===== config.mk =====
export PLATFORM = sky130hd
export DESIGN_NAME = dmem_dump_reader_flat
export DESIGN_NICKNAME = d
export VERILOG_FILES = /design/src/rtl/dmem_dump_reader_if.sv /design/src/rtl/dmem_dump_reader.sv /design/src/flat_wrapper.sv
export SDC_FILE = /design/constraint.sdc
export NUM_CORES = 1
export LEC_CHECK = 0
export CAP_MARGIN = 40
export CORE_UTILIZATION = 46
export CTS_CLUSTER_SIZE = 14
export DETAILED_ROUTE_END_ITERATION = 8
export PLACE_DENSITY = 0.89
export REMOVE_ABC_BUFFERS = 1
export SLEW_MARGIN = 30
export SYNTH_ARGS = -nofsm -noshare
export SYNTH_HDL_FRONTEND = slang
export SYNTH_SLANG_ARGS = --single-unit

===== constraint.sdc =====
create_clock -name clk -period 3.72 [get_ports clk]
set_clock_uncertainty 0.15 [all_clocks]
set_input_delay 0.558 -clock clk [delete_from_list [all_inputs] [get_ports clk]]
set_output_delay 0.558 -clock clk [all_outputs]
set_load 0.05 [all_outputs]

===== src/rtl/dmem_dump_reader_if.sv =====
// Bundle of the data-memory read port and the output word stream used by dmem_dump_reader.
// Output stream: a word transfers on a rising edge where out_valid & out_ready; out_valid is registered and
// out_data/out_last hold stable while out_valid=1 and out_ready=0.
interface dmem_dump_reader_if #(
    parameter int ADDR_W = 8,
    parameter int DATA_W = 64
);
    logic [ADDR_W-1:0] d_mem_addra;
    logic              d_mem_re;
    logic              d_mem_we;
    logic [DATA_W-1:0] d_mem_din;
    logic [DATA_W-1:0] d_mem_dout;
    logic [DATA_W-1:0] out_data;
    logic              out_valid;
    logic              out_ready;
    logic              out_last;

    modport master (
        output d_mem_addra, d_mem_re, d_mem_we, d_mem_din,
        output out_data, out_valid, out_last,
        input  d_mem_dout, out_ready
    );

    modport slave (
        input  d_mem_addra, d_mem_re, d_mem_we, d_mem_din,
        input  out_data, out_valid, out_last,
        output d_mem_dout, out_ready
    );
endinterface


===== src/rtl/dmem_dump_reader.sv =====
// Reads the word count at data-memory address 0, then streams words 1..N on a valid/ready
// output with a last flag; the count saturates at 2^ADDR_W-1 and flags cnt_clamped.
module dmem_dump_reader #(
    parameter int ADDR_W = 8,
    parameter int DATA_W = 64,
    parameter int RD_LAT = 1
) (
    input  logic                 clk,
    input  logic                 reset_n,
    input  logic                 start,
    input  logic                 abort,
    dmem_dump_reader_if.master   bus,
    output logic                 busy,
    output logic                 done,
    output logic                 cnt_clamped,
    output logic [2:0]           dbg_state
);
    typedef enum logic [2:0] {
        IDLE    = 3'd0,
        RD_CNT  = 3'd1,
        RD_WORD = 3'd2,
        SEND    = 3'd3,
        DONE    = 3'd4
    } state_t;

    localparam int WAIT_W = $clog2(RD_LAT + 1);
    localparam logic [WAIT_W-1:0] WAIT_LAST = WAIT_W'(RD_LAT);

    state_t              state_q, state_d;
    logic [WAIT_W-1:0]   wait_q, wait_d;
    logic [ADDR_W-1:0]   cnt_q, cnt_d;
    logic [ADDR_W-1:0]   idx_q, idx_d;
    logic [ADDR_W-1:0]   addr_q, addr_d;
    logic [DATA_W-1:0]   data_q, data_d;
    logic                valid_q, valid_d;
    logic                last_q, last_d;
    logic                clamp_q, clamp_d;
    logic                cnt_over;
    logic [ADDR_W-1:0]   cnt_in;
    logic                wait_done;

    // Any set bit above the address range means the count cannot be addressed; saturate it.
    assign cnt_over  = |bus.d_mem_dout[DATA_W-1:ADDR_W];
    assign cnt_in    = cnt_over ? {ADDR_W{1'b1}} : bus.d_mem_dout[ADDR_W-1:0];
    assign wait_done = (wait_q == WAIT_LAST);

    always_ff @(posedge clk or negedge reset_n) begin
        if (!reset_n) begin
            state_q <= IDLE;
            wait_q  <= '0;
            cnt_q   <= '0;
            idx_q   <= '0;
            addr_q  <= '0;
            data_q  <= '0;
            valid_q <= 1'b0;
            last_q  <= 1'b0;
            clamp_q <= 1'b0;
        end else begin
            state_q <= state_d;
            wait_q  <= wait_d;
            cnt_q   <= cnt_d;
            idx_q   <= idx_d;
            addr_q  <= addr_d;
            data_q  <= data_d;
            valid_q <= valid_d;
            last_q  <= last_d;
            clamp_q <= clamp_d;
        end
    end

    always_comb begin
        state_d = state_q;
        wait_d  = wait_q;
        cnt_d   = cnt_q;
        idx_d   = idx_q;
        addr_d  = addr_q;
        data_d  = data_q;
        valid_d = valid_q;
        last_d  = last_q;
        clamp_d = clamp_q;

        if (abort) begin
            // out_data deliberately survives an abort; only the stream qualifiers drop.
            state_d = IDLE;
            wait_d  = '0;
            valid_d = 1'b0;
            last_d  = 1'b0;
        end else begin
            case (state_q)
                IDLE: begin
                    if (start) begin
                        state_d = RD_CNT;
                        addr_d  = '0;
                        wait_d  = '0;
                        clamp_d = 1'b0;
                    end
                end
                RD_CNT: begin
                    if (wait_done) begin
                        wait_d  = '0;
                        cnt_d   = cnt_in;
                        clamp_d = cnt_over;
                        if (cnt_in == '0) begin
                            state_d = DONE;
                        end else begin
                            idx_d   = ADDR_W'(1);
                            addr_d  = ADDR_W'(1);
                            state_d = RD_WORD;
                        end
                    end else begin
                        wait_d = wait_q + WAIT_W'(1);
                    end
                end
                RD_WORD: begin
                    if (wait_done) begin
                        wait_d  = '0;
                        data_d  = bus.d_mem_dout;
                        last_d  = (idx_q == cnt_q);
                        valid_d = 1'b1;
                        state_d = SEND;
                    end else begin
                        wait_d = wait_q + WAIT_W'(1);
                    end
                end
                SEND: begin
                    if (bus.out_ready) begin
                        valid_d = 1'b0;
                        last_d  = 1'b0;
                        if (idx_q == cnt_q) begin
                            state_d = DONE;
                        end else begin
                            idx_d   = idx_q + ADDR_W'(1);
                            addr_d  = addr_q + ADDR_W'(1);
                            state_d = RD_WORD;
                        end
                    end
                end
                DONE: begin
                    state_d = IDLE;
                end
                default: begin
                    state_d = IDLE;
                end
            endcase
        end
    end

    assign bus.d_mem_addra = addr_q;
    assign bus.d_mem_re    = (state_q == RD_CNT) || (state_q == RD_WORD);
    assign bus.d_mem_we    = 1'b0;
    assign bus.d_mem_din   = '0;
    assign bus.out_data    = data_q;
    assign bus.out_valid   = valid_q;
    assign bus.out_last    = last_q;
    assign busy            = (state_q != IDLE) && (state_q != DONE);
    assign done            = (state_q == DONE);
    assign cnt_clamped     = clamp_q;
    assign dbg_state       = state_q;
endmodule


===== src/flat_wrapper.sv =====
// flat-port wrapper written by rule: the top's interface ports become plain ports
module dmem_dump_reader_flat 
#(
    parameter int ADDR_W = 8,
    parameter int DATA_W = 64,
    parameter int RD_LAT = 1
)
  (clk, reset_n, start, abort, busy, done, cnt_clamped, dbg_state, bus_d_mem_addra, bus_d_mem_re, bus_d_mem_we, bus_d_mem_din, bus_out_data, bus_out_valid, bus_out_last, bus_d_mem_dout, bus_out_ready);
  dmem_dump_reader_if #(.ADDR_W(ADDR_W), .DATA_W(DATA_W)) bus_i ();
  input  logic clk;
  input  logic reset_n;
  input  logic start;
  input  logic abort;
  output logic busy;
  output logic done;
  output logic cnt_clamped;
  output logic [2:0] dbg_state;
  output wire logic [$bits(bus_i.d_mem_addra)-1:0] bus_d_mem_addra;
  output wire logic [$bits(bus_i.d_mem_re)-1:0] bus_d_mem_re;
  output wire logic [$bits(bus_i.d_mem_we)-1:0] bus_d_mem_we;
  output wire logic [$bits(bus_i.d_mem_din)-1:0] bus_d_mem_din;
  output wire logic [$bits(bus_i.out_data)-1:0] bus_out_data;
  output wire logic [$bits(bus_i.out_valid)-1:0] bus_out_valid;
  output wire logic [$bits(bus_i.out_last)-1:0] bus_out_last;
  input wire logic [$bits(bus_i.d_mem_dout)-1:0] bus_d_mem_dout;
  input wire logic [$bits(bus_i.out_ready)-1:0] bus_out_ready;
  assign bus_d_mem_addra = bus_i.d_mem_addra;
  assign bus_d_mem_re = bus_i.d_mem_re;
  assign bus_d_mem_we = bus_i.d_mem_we;
  assign bus_d_mem_din = bus_i.d_mem_din;
  assign bus_out_data = bus_i.out_data;
  assign bus_out_valid = bus_i.out_valid;
  assign bus_out_last = bus_i.out_last;
  assign bus_i.d_mem_dout = bus_d_mem_dout;
  assign bus_i.out_ready = bus_out_ready;
  dmem_dump_reader #(.ADDR_W(ADDR_W), .DATA_W(DATA_W), .RD_LAT(RD_LAT)) u_core (.clk(clk), .reset_n(reset_n), .start(start), .abort(abort), .bus(bus_i), .busy(busy), .done(done), .cnt_clamped(cnt_clamped), .dbg_state(dbg_state));
endmodule

* After elaboration in Yosys (flattened, before gate mapping)
Cells that the tools add are included.
Operators by class: add/sub/neg operators 3, $mul 0, divide/modulo/power cells 0, $lt $le $gt $ge 0, eq/ne operators 15, shift operators 0, mux-type cells 31, bitwise operators 1, reductions and logical operators 20
Operator list (count):
- 8-bit two-way mux | 8
- 56-bit OR reduction | 1
- 8-bit case mux with 3 select lines | 1
- 3-bit two-way mux | 7
- 8-bit by 1-bit adder with 8-bit output (second input constant) | 2
- 8-bit case mux with 2 select lines | 1
- 3-bit case mux with 4 select lines | 1
- 3-bit nonzero test | 4
- 1-bit two-way mux | 9
- 3-bit inequality test (second input constant) | 3
- 3-bit AND reduction | 3
- 8-bit == test | 1
- 8-bit logical NOT | 1
- 2-bit inequality test (second input constant) | 4
- 1-bit case mux with 2 select lines | 4
- 4-bit AND reduction | 2
- 7-bit AND reduction | 1
- 3-bit by 2-bit == test with 1-bit output (second input constant) | 2
- 3-bit by 2-bit inequality test with 1-bit output (second input constant) | 2
- 6-bit AND reduction | 1
- 2-bit nonzero test | 2
- 3-bit by 1-bit == test with 1-bit output (second input constant) | 1
- 3-bit == test (second input constant) | 1
- 3-bit logical NOT | 1
- 7 further kinds | 7
Storage, ports and cells: register bits 95, bits in latches 0, bits in writable memories 0, ROM bits 0, input bits 69, output and inout port bits 146, word-level logic and storage cells 79, memories 0

* Depth between registers and ports, before layout
Gate-level depths: netlist (run 1).
depth in word-level cells 7, depth in mapped cells 7, mapped depth without buffers 6

* Worst setup path after synthesis (run 1)
Ideal clock, no wire load.
kind register to output, start register u_core.state_q[0] (netlist: u_core.dbg_state[0]), end output done, data arrival time 1.991 ns, required time 3.012 ns, path slack 1.021 ns, cell stages (with the launch flop) 4, buffers on the path 1, path through dfrtp_1 clkbuf_1 or2_2 nor2_1
On the way: cells in the longest elaborated chain, start to end 1
Ends and longest elaborated chain:
- start: declaration | RTL line dmem_dump_reader.sv:29 | state_t state_q, state_d;
- start signal: assignment | RTL line dmem_dump_reader.sv:59 | state_q <= state_d;
- 3-bit == test | RTL line dmem_dump_reader.sv:156 | assign done = (state_q == DONE);
- end: declaration | RTL line flat_wrapper.sv:15 | output logic done;
Every way passes these cells.

* Worst setup path in the final report (run 1)
Ends and elaborated chain as after synthesis.

==> flow_summary_export.csv, run 1 <==
group,metric,value,unit
synthesis,ys_seq_area_share,49.4,%
global_route,top_usage_layer,"met2",
global_route,grt_overflow,0,
route,via_per_inst,5.23,
synthesis,yosys.area.top_type_share,49.4,%
power_and_ir_drop,ir_drop,0.384,mV
route,dr.pass1.iters,4,
global_route,use_met2,40.4,%
sta,final-hold-violation-count,0,
final_layout,synthToLayoutAreaGrowth,33.3,%
floorplan,core_region_area,9950,um^2
route,ant_nets,0,
cts,clock_latency,0.36,ns
worst_setup_path,cp-end-kind,"output pin",
global_route,grt_usage,22.6,%
synthesis,syn_area_per_cell,11.3,um^2
synthesis,ys_seq_elements,95,
cts,cts_buffers,9,
floorplan,io_pins,215,
power_and_ir_drop,switching_share,44.3,%
worst_setup_path,critPathKind,"reg -> out",
synthesis,ys_types,57,
synthesis,syn-instance-count,426,
sta,clock.fmax,344,MHz
route,routed_wl,12100,um
sta,tightest_slew,0.840,ns
cts,cts.sinks,95,
route,vias,3748,
floorplan,initial_core_util,48.4,%
final_layout,drive_gt1_share,16.6,%
route,avgRoutedWirePerCell,16.9,um
global_route,antenna_found_initial,0,
worst_setup_path,cp.required,3.01,ns
min_path,hp-class,"reg -> reg",
cts,h-tree-depth,3,
sta,setup_viol,0,
final_layout,antenna_cells,0,
synthesis,synth-edff-count,0,
cts,clockBufferDepth,2,
sta,fin_setup_tns,0,ns
worst_setup_path,startpoint_type,"flip-flop",
synthesis,yosys.area.top_type,"dfrtp_1",
cts,clk_pin_slew,0.10,ns
global_route,grt_use_met3,8.08,%
synthesis,yosysMostFrequentCell,"dfrtp_1",
sta,slew_viol_final,0,
sta,slew_headroom,44.0,%
route,drt_iter0_markers,132,
power_and_ir_drop,fin_total_pwr,3.77,mW
final_layout,fin_util,64.5,%
placement,numPortBuffers,149,
final_layout,nets,649,
cts,post_cts_buffers,0,
outcome,status,"finished clean",
floorplan,row_count,36,
power_and_ir_drop,powerDensity,587,nW/um^2
global_route,grt_pass1_vias,3854,
worst_setup_path,cp_max_fo,14,
power_and_ir_drop,p_seq_share,38.1,%
cts,cts_root_buf,"clkbuf_8",
sta,period_needed,2.90,ns
cts,ctsResizeCount,0,
power_and_ir_drop,comb_power_share,45.6,%
global_route,grt_max_degree,67,
synthesis,synthArstFlopShare,100,%
synthesis,syn_area,4810,um^2
floorplan,die_x,104,um
power_and_ir_drop,leakage,2.86,nW
cts,cts_tree,"done",
cts,hold_buffers,1,
flow_run,cap_violations,0,
synthesis,yosys-top-cells-area,"dfrtp_1, mux2_2, buf_4",
power_and_ir_drop,p_sw,1.67,mW
global_route,met1_usage,24.0,%
floorplan,die_area,10900,um^2
placement,place.gp.congestion,0.832,
power_and_ir_drop,clkPwrFrac,16.3,%
route,drc,0,
placement,dpl.hpwl,9400,um
floorplan,die_y,104,um
sta,rsz0062_at_grt,"no",
synthesis,ys.flop_type,"dfrtp_1",
sta,fin_crit_sh,78.0,%
power_and_ir_drop,p_int,2.10,mW
worst_setup_path,arrival,2.19,ns
synthesis,synth_commonest_cells,"dfrtp_1, buf_4, mux2_2",
global_route,grt_first_pass_wirelength,19300,um
synthesis,synth_warnings,0,
## layout by cell type, fill, tap and decap left out, drive strengths merged, types with 3 or more instances in the layout
cell,count
inv,11
clkbuf,10
a21oi,12
nand3,7
clkdlybuf4s50,148
nor4b,3
a211o,3
nor2,28
mux2,65
o221ai,3
clkinv,3
nor3,3
clkinvlp,4
nand2,20
xor2,8
o21ai,12
nor4,21
dfrtp,95
buf,9
conb,65
a2111oi,3
nand4,4
a211oi,3
## critical path, stage by stage (launching register included)
cell and delay, ns:
dfrtp_1 0.55, or2_2 0.39, nor2_1 0.09, clkdlybuf4s50_1 0.81
## metal layers
metal / vias up / share of wire, %
met5: - / 0
li1: 1705 / -
met3: 20 / 8.4
met2: 169 / 53
met1: 1854 / 37
met4: 0 / 2.2
## final timing paths
check	startpoint	endpoint	slack (ns)	cells past startpoint
min in group asynchronous	reset_n	u_core.bus.d_mem_addra[7]$_DFFE_PN0P_	0.46	2
max	u_core.dbg_state[0]$_DFFE_PN0P_	done	0.82	3
max in group asynchronous	reset_n	u_core.bus.out_data[28]$_DFFE_PN0P_	2.16	4
min reg2reg	u_core.bus.out_valid$_DFFE_PN0P_	u_core.bus.out_valid$_DFFE_PN0P_	0.35	2
min	u_core.bus.out_valid$_DFFE_PN0P_	u_core.bus.out_valid$_DFFE_PN0P_	0.35	2
max reg2reg	u_core.idx_q[4]$_DFFE_PN0P_	u_core.idx_q[0]$_DFFE_PN0P_	1.13	5
## logic make-up (layout without fill, tap and decap cells)
kind of cell	count (synthesis)	in the layout	synth area share, %
XOR/XNOR	9	9	1.64
flip-flops	95	95	49.4
AO/OA/AOI/OAI	60	60	9.38
other	1	65	0.0779
AND/OR/NAND/NOR	99	99	10.8
adder cells (fa/ha/maj)	2	2	0.520
multiplexers	67	67	15.7
buffers and inverters	93	186	12.5
## registers in the layout (all words and copies together) (netlist names)
register,cells
u_core.bus.out_data,64
u_core.dbg_state,3
u_core.bus.out_valid,1
u_core.idx_q,8
u_core.cnt_clamped,1
u_core.cnt_q,8
u_core.bus.d_mem_addra,8
u_core.wait_done,1
u_core.bus.out_last,1
## metrics by stage
| step | hold WS (ns) | instance area, um^2 | worst slack (ns) | std cells |
|---|---|---|---|---|
| after detailed placement | 0.310 | 6230 | 0.490 | 699 |
| after floorplan | 0.112 | 4500 | 0.586 | 409 |
| final | 0.352 | 6420 | 0.817 | 716 |
| after CTS | 0.358 | 6420 | 0.800 | 716 |
| after global placement | 0.316 | 6210 | 0.531 | 698 |
| after global routing | 0.380 | 6420 | 0.729 | 716 |
## cell type report
| class | instances | area (um^2) |
|---|---|---|
| Tap cell | 133 | 166 |
| Clock inverter | 6 | 47.5 |
| Timing Repair Buffer | 158 | 1580 |
| Clock buffer | 10 | 128 |
| Fill cell | 737 | 3540 |
| Multi-Input combinational cell | 302 | 2080 |
| Sequential cell | 95 | 2380 |
| Inverter | 12 | 45.0 |
## power groups by stage
stage	sequential [mW]	clock (mW)	combinational, mW
after global placement	1.44	0	1.68
after CTS	1.44	0.629	1.72
after floorplan	2.07	0	0.478
after global routing	1.47	0.669	1.79
after detailed placement	1.46	0	1.71
final	1.44	0.614	1.72
Power figures use the tool's default switching activity.
==> run 2: changes to the inputs <==
--- a/config.mk
+++ b/config.mk
@@ -6,10 +6,10 @@
 export NUM_CORES = 1
 export LEC_CHECK = 0
 export CAP_MARGIN = 40
-export CORE_UTILIZATION = 46
+export CORE_UTILIZATION = 38
 export CTS_CLUSTER_SIZE = 14
 export DETAILED_ROUTE_END_ITERATION = 8
-export PLACE_DENSITY = 0.89
+export PLACE_DENSITY = 0.79
 export REMOVE_ABC_BUFFERS = 1
 export SLEW_MARGIN = 30
 export SYNTH_ARGS = -nofsm -noshare
==> constraint.sdc (replaced) <==
create_clock -name clk -period 2.53 [get_ports clk]
set_clock_uncertainty 0.15 [all_clocks]
set_input_delay 0.3795 -clock clk [delete_from_list [all_inputs] [get_ports clk]]
set_output_delay 0.3795 -clock clk [all_outputs]
set_load 0.05 [all_outputs]
==> flow_summary_export.csv, run 2 (synthesized netlist as in run 1, its figures left out) <==
group,metric,value,unit
sta,clock.fmax,402,MHz
final_layout,largest_reg_flops,64,
floorplan,io_pins,215,
worst_setup_path,cp.required,2.63,ns
cts,cts_buffers,9,
global_route,grt_usage,18.8,%
cts,h-tree-depth,3,
cts,clockBufferDepth,2,
worst_setup_path,crit_buf_inv,2,
route,routed_wl,12200,um
route,avgRoutedWirePerCell,15.7,um
final_layout,final_area,6840,um^2
worst_setup_path,cp_slowest_cell,"or4_4",
cts,clk_pin_slew,0.07,ns
final_layout,antenna_cells,0,
cts,cts_root_buf,"clkbuf_16",
worst_setup_path,critPathKind,"in -> reg",
final_layout,fin_util,56.2,%
route,dr.pass1.iters,5,
route,drc,0,
floorplan,initial_core_util,39.6,%
sta,tightest_slew,0.670,ns
floorplan,die_area,13100,um^2
floorplan,row_count,40,
worst_setup_path,max_stage_delay,0.60,ns
sta,slew_headroom,55.0,%
power_and_ir_drop,leakage,3.06,nW
power_and_ir_drop,ir_drop,0.629,mV
global_route,grt_max_degree,55,
placement,place.gp.congestion,0.816,
worst_setup_path,path_delay_family,"simple AND/OR/NAND/NOR gates",
route,ant_nets,0,
placement,dp.cells,758,
floorplan,die_y,115,um
sta,setup_viol,0,
global_route,grt_pass1_vias,3957,
power_and_ir_drop,fin_total_pwr,6.14,mW
sta,slew_viol_final,0,
route,drt_iter0_markers,179,
power_and_ir_drop,powerDensity,898,nW/um^2
route,via_per_inst,4.94,
floorplan,die_x,115,um
final_layout,synthToLayoutAreaGrowth,42.0,%
placement,numPortBuffers,149,
global_route,grt_overflow,0,
final_layout,nets,673,
final_layout,instances_no_fill,775,
worst_setup_path,startpoint_type,"input port",
cts,clock_latency,0.34,ns
flow_run,cap_violations,0,
placement,postPlaceCellArea,6470,um^2
worst_setup_path,arrival,2.59,ns
sta,fin_crit_sh,98.3,%
global_route,grt_first_pass_wirelength,19100,um
worst_setup_path,worstPathCellList,"clkdlybuf4s50_1, nor4_2, nand4_1, or4_4, o211a_4, buf_4, o221ai_1",
outcome,status,"finished clean",
worst_setup_path,cp-end-kind,"flip-flop",
cts,cts.sinks,95,
cts,post_cts_buffers,0,
final_layout,layout_commonest_cell,"clkdlybuf4s50_1",
placement,dpl.hpwl,9340,um
min_path,hp-class,"reg -> reg",
sta,final-hold-violation-count,0,
route,vias,3825,
global_route,antenna_found_initial,0,
worst_setup_path,cp_max_fo,6,
sta,period_needed,2.49,ns
sta,fin_setup_tns,0,ns
final_layout,drive_gt1_share,21.3,%
floorplan,core_region_area,12200,um^2
final_layout,mostFrequentLayoutCells,"clkdlybuf4s50_1, dfrtp_1, conb_1",
cts,cts_tree,"done",
-- run 2: changes by cell type in the layout (fill, tap and decap cells not counted), moves of 2 or more --
cell / previous run / this run
nor4_2: 3 / 6
bufinv_16: 0 / 2
nor4_1: 18 / 14
clkbuf_16: 0 / 9
clkbuf_8: 9 / 0
buf_4: 8 / 33
buf_12: 0 / 3
clkinv_4: 2 / 0
clkdlybuf4s50_1: 148 / 145
-- run 2: metrics by stage --
| step | setup WS [ns] | hold WS (ns) |
|---|---|---|
| floorplan | -0.604 | -0.0661 |
| global placement | -0.476 | 0.269 |
| detailed placement | -0.510 | 0.278 |
| CTS | 0.0403 | 0.349 |
| global route | -0.00232 | 0.369 |
| finish | 0.0438 | 0.344 |
-- run 2: repair_timing --
action / 4_1_cts / 5_1_grt
cloned: 0 / 0
endpoints found under the hold margin: 44 / 0
resized for setup: 3 / 3
hold buffers: 1 / 0
pin swaps: 0 / 4
setup endpoints to repair: 17 / 8
-- run 2: layout make-up --
type / count / area, um^2
well taps: 168 / 210
multi-input cells: 302 / 2110
repair buffers: 182 / 1770
clock buffers: 10 / 229
clock inverters: 6 / 93.8
flip-flops and latches: 95 / 2380
inverters: 12 / 45.0
fillers: 1006 / 5320
-- run 2: where the power goes --
part	switching, mW	internal [mW]	total (mW)
clock	0.596	0.873	1.47
combinational	1.67	0.886	2.55
sequential	0.255	1.86	2.12
-- run 2: worst paths after layout --
path,cells past startpoint,to,from,slack [ns]
hold reg to reg,2,u_core.bus.out_valid$_DFFE_PN0P_,u_core.bus.out_valid$_DFFE_PN0P_,0.34
hold / removal,2,u_core.bus.out_valid$_DFFE_PN0P_,u_core.bus.out_valid$_DFFE_PN0P_,0.34
setup reg to reg,6,u_core.dbg_state[2]$_DFFE_PN0P_,u_core.idx_q[6]$_DFFE_PN0P_,0.24
max in group asynchronous,3,u_core.bus.out_data[16]$_DFFE_PN0P_,reset_n,1.11
min in group asynchronous,2,u_core.bus.d_mem_addra[5]$_DFFE_PN0P_,reset_n,0.44
setup / recovery,7,u_core.idx_q[2]$_DFFE_PN0P_,bus_d_mem_dout[34],0.04
-- run 2: routing by layer --
layer  up-vias  wire length (um)  GRT usage (%)
li1       1748                 -              -
met1      1837              4570           20.3
met2       224              6110           33.1
met3        16              1280           6.88
met4         0               200           8.23
met5         -                 0              0
-- run 2: worst register-to-register path, stage by stage, from the launching register on --
cell and delay (ns):
dfrtp_1 0.43, xor2_1 0.19, nor4_2 0.62, nand3_1 0.24, buf_4 0.23, o21a_1 0.11, a211oi_1 0.21
==> run 3: changes to the inputs <==
--- a/config.mk
+++ b/config.mk
@@ -5,11 +5,12 @@
 export SDC_FILE = /design/constraint.sdc
 export NUM_CORES = 1
 export LEC_CHECK = 0
+export ABC_AREA = 1
 export CAP_MARGIN = 40
-export CORE_UTILIZATION = 38
+export CORE_UTILIZATION = 39
 export CTS_CLUSTER_SIZE = 14
 export DETAILED_ROUTE_END_ITERATION = 8
-export PLACE_DENSITY = 0.79
+export PLACE_DENSITY = 0.8
 export REMOVE_ABC_BUFFERS = 1
 export SLEW_MARGIN = 30
 export SYNTH_ARGS = -nofsm -noshare
==> flow_summary_export.csv, run 3 <==
group,metric,value,unit
worst_setup_path,cp.required,2.00,ns
sta,slew_headroom,60.3,%
final_layout,synthToLayoutAreaGrowth,37.2,%
worst_setup_path,crit_buf_inv,1,
route,routed_wl,12300,um
route,avgRoutedWirePerCell,14.5,um
final_layout,nets,744,
synthesis,yosys.area.top_type_share,48.1,%
sta,rsz0062_at_grt,"no",
cts,clk_pin_slew,0.06,ns
worst_setup_path,startpoint_type,"flip-flop",
worst_setup_path,ff2ff_path_depth,6,
global_route,antenna_found_initial,0,
final_layout,drive_gt1_share,15.5,%
global_route,grt_usage,19.5,%
final_layout,largest_reg_flops,64,
placement,place.gp.congestion,0.844,
route,drt_iter0_markers,122,
cts,cts.sinks,95,
worst_setup_path,cp_slowest_cell,"clkdlybuf4s50_1",
synthesis,ys_seq_elements,95,
placement,dpl.hpwl,9380,um
floorplan,die_y,115,um
cts,clock_latency,0.35,ns
route,drc,0,
power_and_ir_drop,powerDensity,1270,nW/um^2
worst_setup_path,path_delay_family,"buffers and inverters",
synthesis,yosys-top-cells-area,"dfrtp_1, mux2_2, buf_4",
cts,h-tree-depth,3,
worst_setup_path,cp-end-kind,"output pin",
cts,cts_tree,"done",
final_layout,mostFrequentLayoutCells,"clkdlybuf4s50_1, dfrtp_1, nand2_1",
synthesis,syn_area_per_cell,9.66,um^2
global_route,grt_max_degree,59,
synthesis,syn_area,4940,um^2
synthesis,ys_seq_area_share,48.1,%
worst_setup_path,worstPathCellList,"clkdlybuf4s50_1",
synthesis,synth_warnings,0,
route,vias,4018,
worst_setup_path,r2r-end,"u_core.bus.d_mem_addra[6]$_DFFE_PN0P_",
floorplan,io_pins,215,
min_path,whs_endpoint,"u_core.bus.out_data[7]$_DFFE_PN0P_",
worst_setup_path,max_stage_delay,0.87,ns
cts,cts_root_buf,"clkbuf_16",
outcome,status,"finished clean",
placement,numPortBuffers,149,
synthesis,ys_types,30,
worst_setup_path,r2r_start,"u_core.idx_q[0]$_DFFE_PN0P_",
global_route,grt_pass1_vias,4080,
sta,hold_slack,0.345,ns
synthesis,yosys.area.top_type,"dfrtp_1",
worst_setup_path,path_depth,1,
floorplan,initial_core_util,40.6,%
min_path,hp-class,"reg -> reg",
route,ant_nets,0,
worst_setup_path,r2r_setup_slack,0.55,ns
worst_setup_path,arrival,1.71,ns
cts,cts_buffers,9,
synthesis,synth-edff-count,0,
sta,period_needed,2.24,ns
route,via_per_inst,4.75,
sta,tightest_slew,0.593,ns
sta,setup_viol,0,
global_route,grt_first_pass_wirelength,19700,um
synthesis,ys.flop_type,"dfrtp_1",
floorplan,row_count,40,
final_layout,final_area,6780,um^2
synthesis,synthArstFlopShare,100,%
synthesis,syn-instance-count,512,
flow_run,cap_violations,0,
power_and_ir_drop,leakage,3.12,nW
final_layout,antenna_cells,0,
floorplan,core_region_area,12200,um^2
synthesis,yosysMostFrequentCell,"dfrtp_1",
route,dr.pass1.iters,6,
floorplan,die_x,115,um
sta,slew_viol_final,0,
min_path,min_delay_path_depth,2,
global_route,grt_overflow,0,
sta,final-hold-violation-count,0,
final_layout,layout_commonest_cell,"clkdlybuf4s50_1",
min_path,hold_start,"u_core.bus.out_data[7]$_DFFE_PN0P_",
floorplan,die_area,13100,um^2
worst_setup_path,cp_max_fo,7,
power_and_ir_drop,ir_drop,0.845,mV
cts,clockBufferDepth,2,
sta,clock.fmax,447,MHz
synthesis,synth_commonest_cells,"dfrtp_1, nand2_1, buf_4",
worst_setup_path,critPathKind,"reg -> out",
sta,fin_crit_sh,88.5,%
placement,postPlaceCellArea,6450,um^2
run 3: cell count changes in the layout (fill, tap and decap cells not counted), sizes merged, moves of 4 or more:
cell and delta:
nor2 +38, inv +23, mux2 -7, nor3 +7, nor4 -20, nand4 +14, xor2 -4, buf -21
o21ai +5, nand2 +76
run 3: timing repair:
item | CTS | global route
endpoints found under the hold margin | 37 | 0
setup endpoints to repair | 0 | 1
hold buffers | 1 | 0
buffers inserted | 0 | 0
gates resized for setup | 0 | 1
run 3: routing by layer:
layer / GRT usage (%) / share of wire, %
met1: 21.0 / 38
met4: 7.36 / 1.8
met5: 0 / 0
met3: 7.41 / 9.8
met2: 34.7 / 50
run 3: how the worst max path moves through the flow:
stage          slack [ns]                       startpoint                                     to
6_report             0.29  u_core.dbg_state[1]$_DFFE_PN0P_                           dbg_state[1]
5_1_grt              0.17               bus_d_mem_dout[33]  u_core.bus.d_mem_addra[6]$_DFFE_PN0P_
4_1_cts              0.06  u_core.dbg_state[1]$_DFFE_PN0P_                                   busy
3_5_place_dp         0.02               bus_d_mem_dout[11]  u_core.bus.d_mem_addra[6]$_DFFE_PN0P_
3_3_place_gp         0.15               bus_d_mem_dout[11]  u_core.bus.d_mem_addra[7]$_DFFE_PN0P_
2_1_floorplan       -0.19  u_core.dbg_state[0]$_DFFE_PN0P_     u_core.bus.out_data[0]$_DFFE_PN0P_
run 3: kinds of logic after synthesis:
kind of cell	share of synthesized area, %
compound gates	3.67
xor+xnor	1.42
fa+ha+maj	0.506
buf+inv	13.7
flops	48.1
mux	13.2
other cells	0.0759
simple gates	19.3
run 3: cell type report:
class / count / area [um^2]
clock buffers: 11 / 233
clock inverters: 5 / 81.3
fillers: 1054 / 5380
inverters: 34 / 128
multi-input cells: 371 / 2130
flip-flops and latches: 95 / 2380
well taps: 168 / 210
repair buffers: 162 / 1620
run 3: report_power, final:
group / internal, mW / switching [mW]
sequential: 2.12 / 0.373
combinational: 1.58 / 3.08
clock: 0.869 / 0.599
run 3: through the flow:
stage          power (mW)  util [%]  setup WS, ns  instances  setup TNS, ns
2_1_floorplan        5.55         -        -0.186        500         -10.78
3_3_place_gp         7.08      53.1         0.145        829              0
3_5_place_dp         7.17      53.1        0.0225        829              0
4_1_cts              8.67      55.7        0.0631        846              0
5_1_grt              9.01      55.8         0.169        846              0
6_report             8.62      55.8         0.292        846              0
run 3: worst reg2reg max path: cells and delay by family, from the launching register on:
family | cells | cell delay [ns]
flip-flops | 1 | 0.46
XOR/XNOR | 1 | 0.21
AND/OR/NAND/NOR | 5 | 1.10
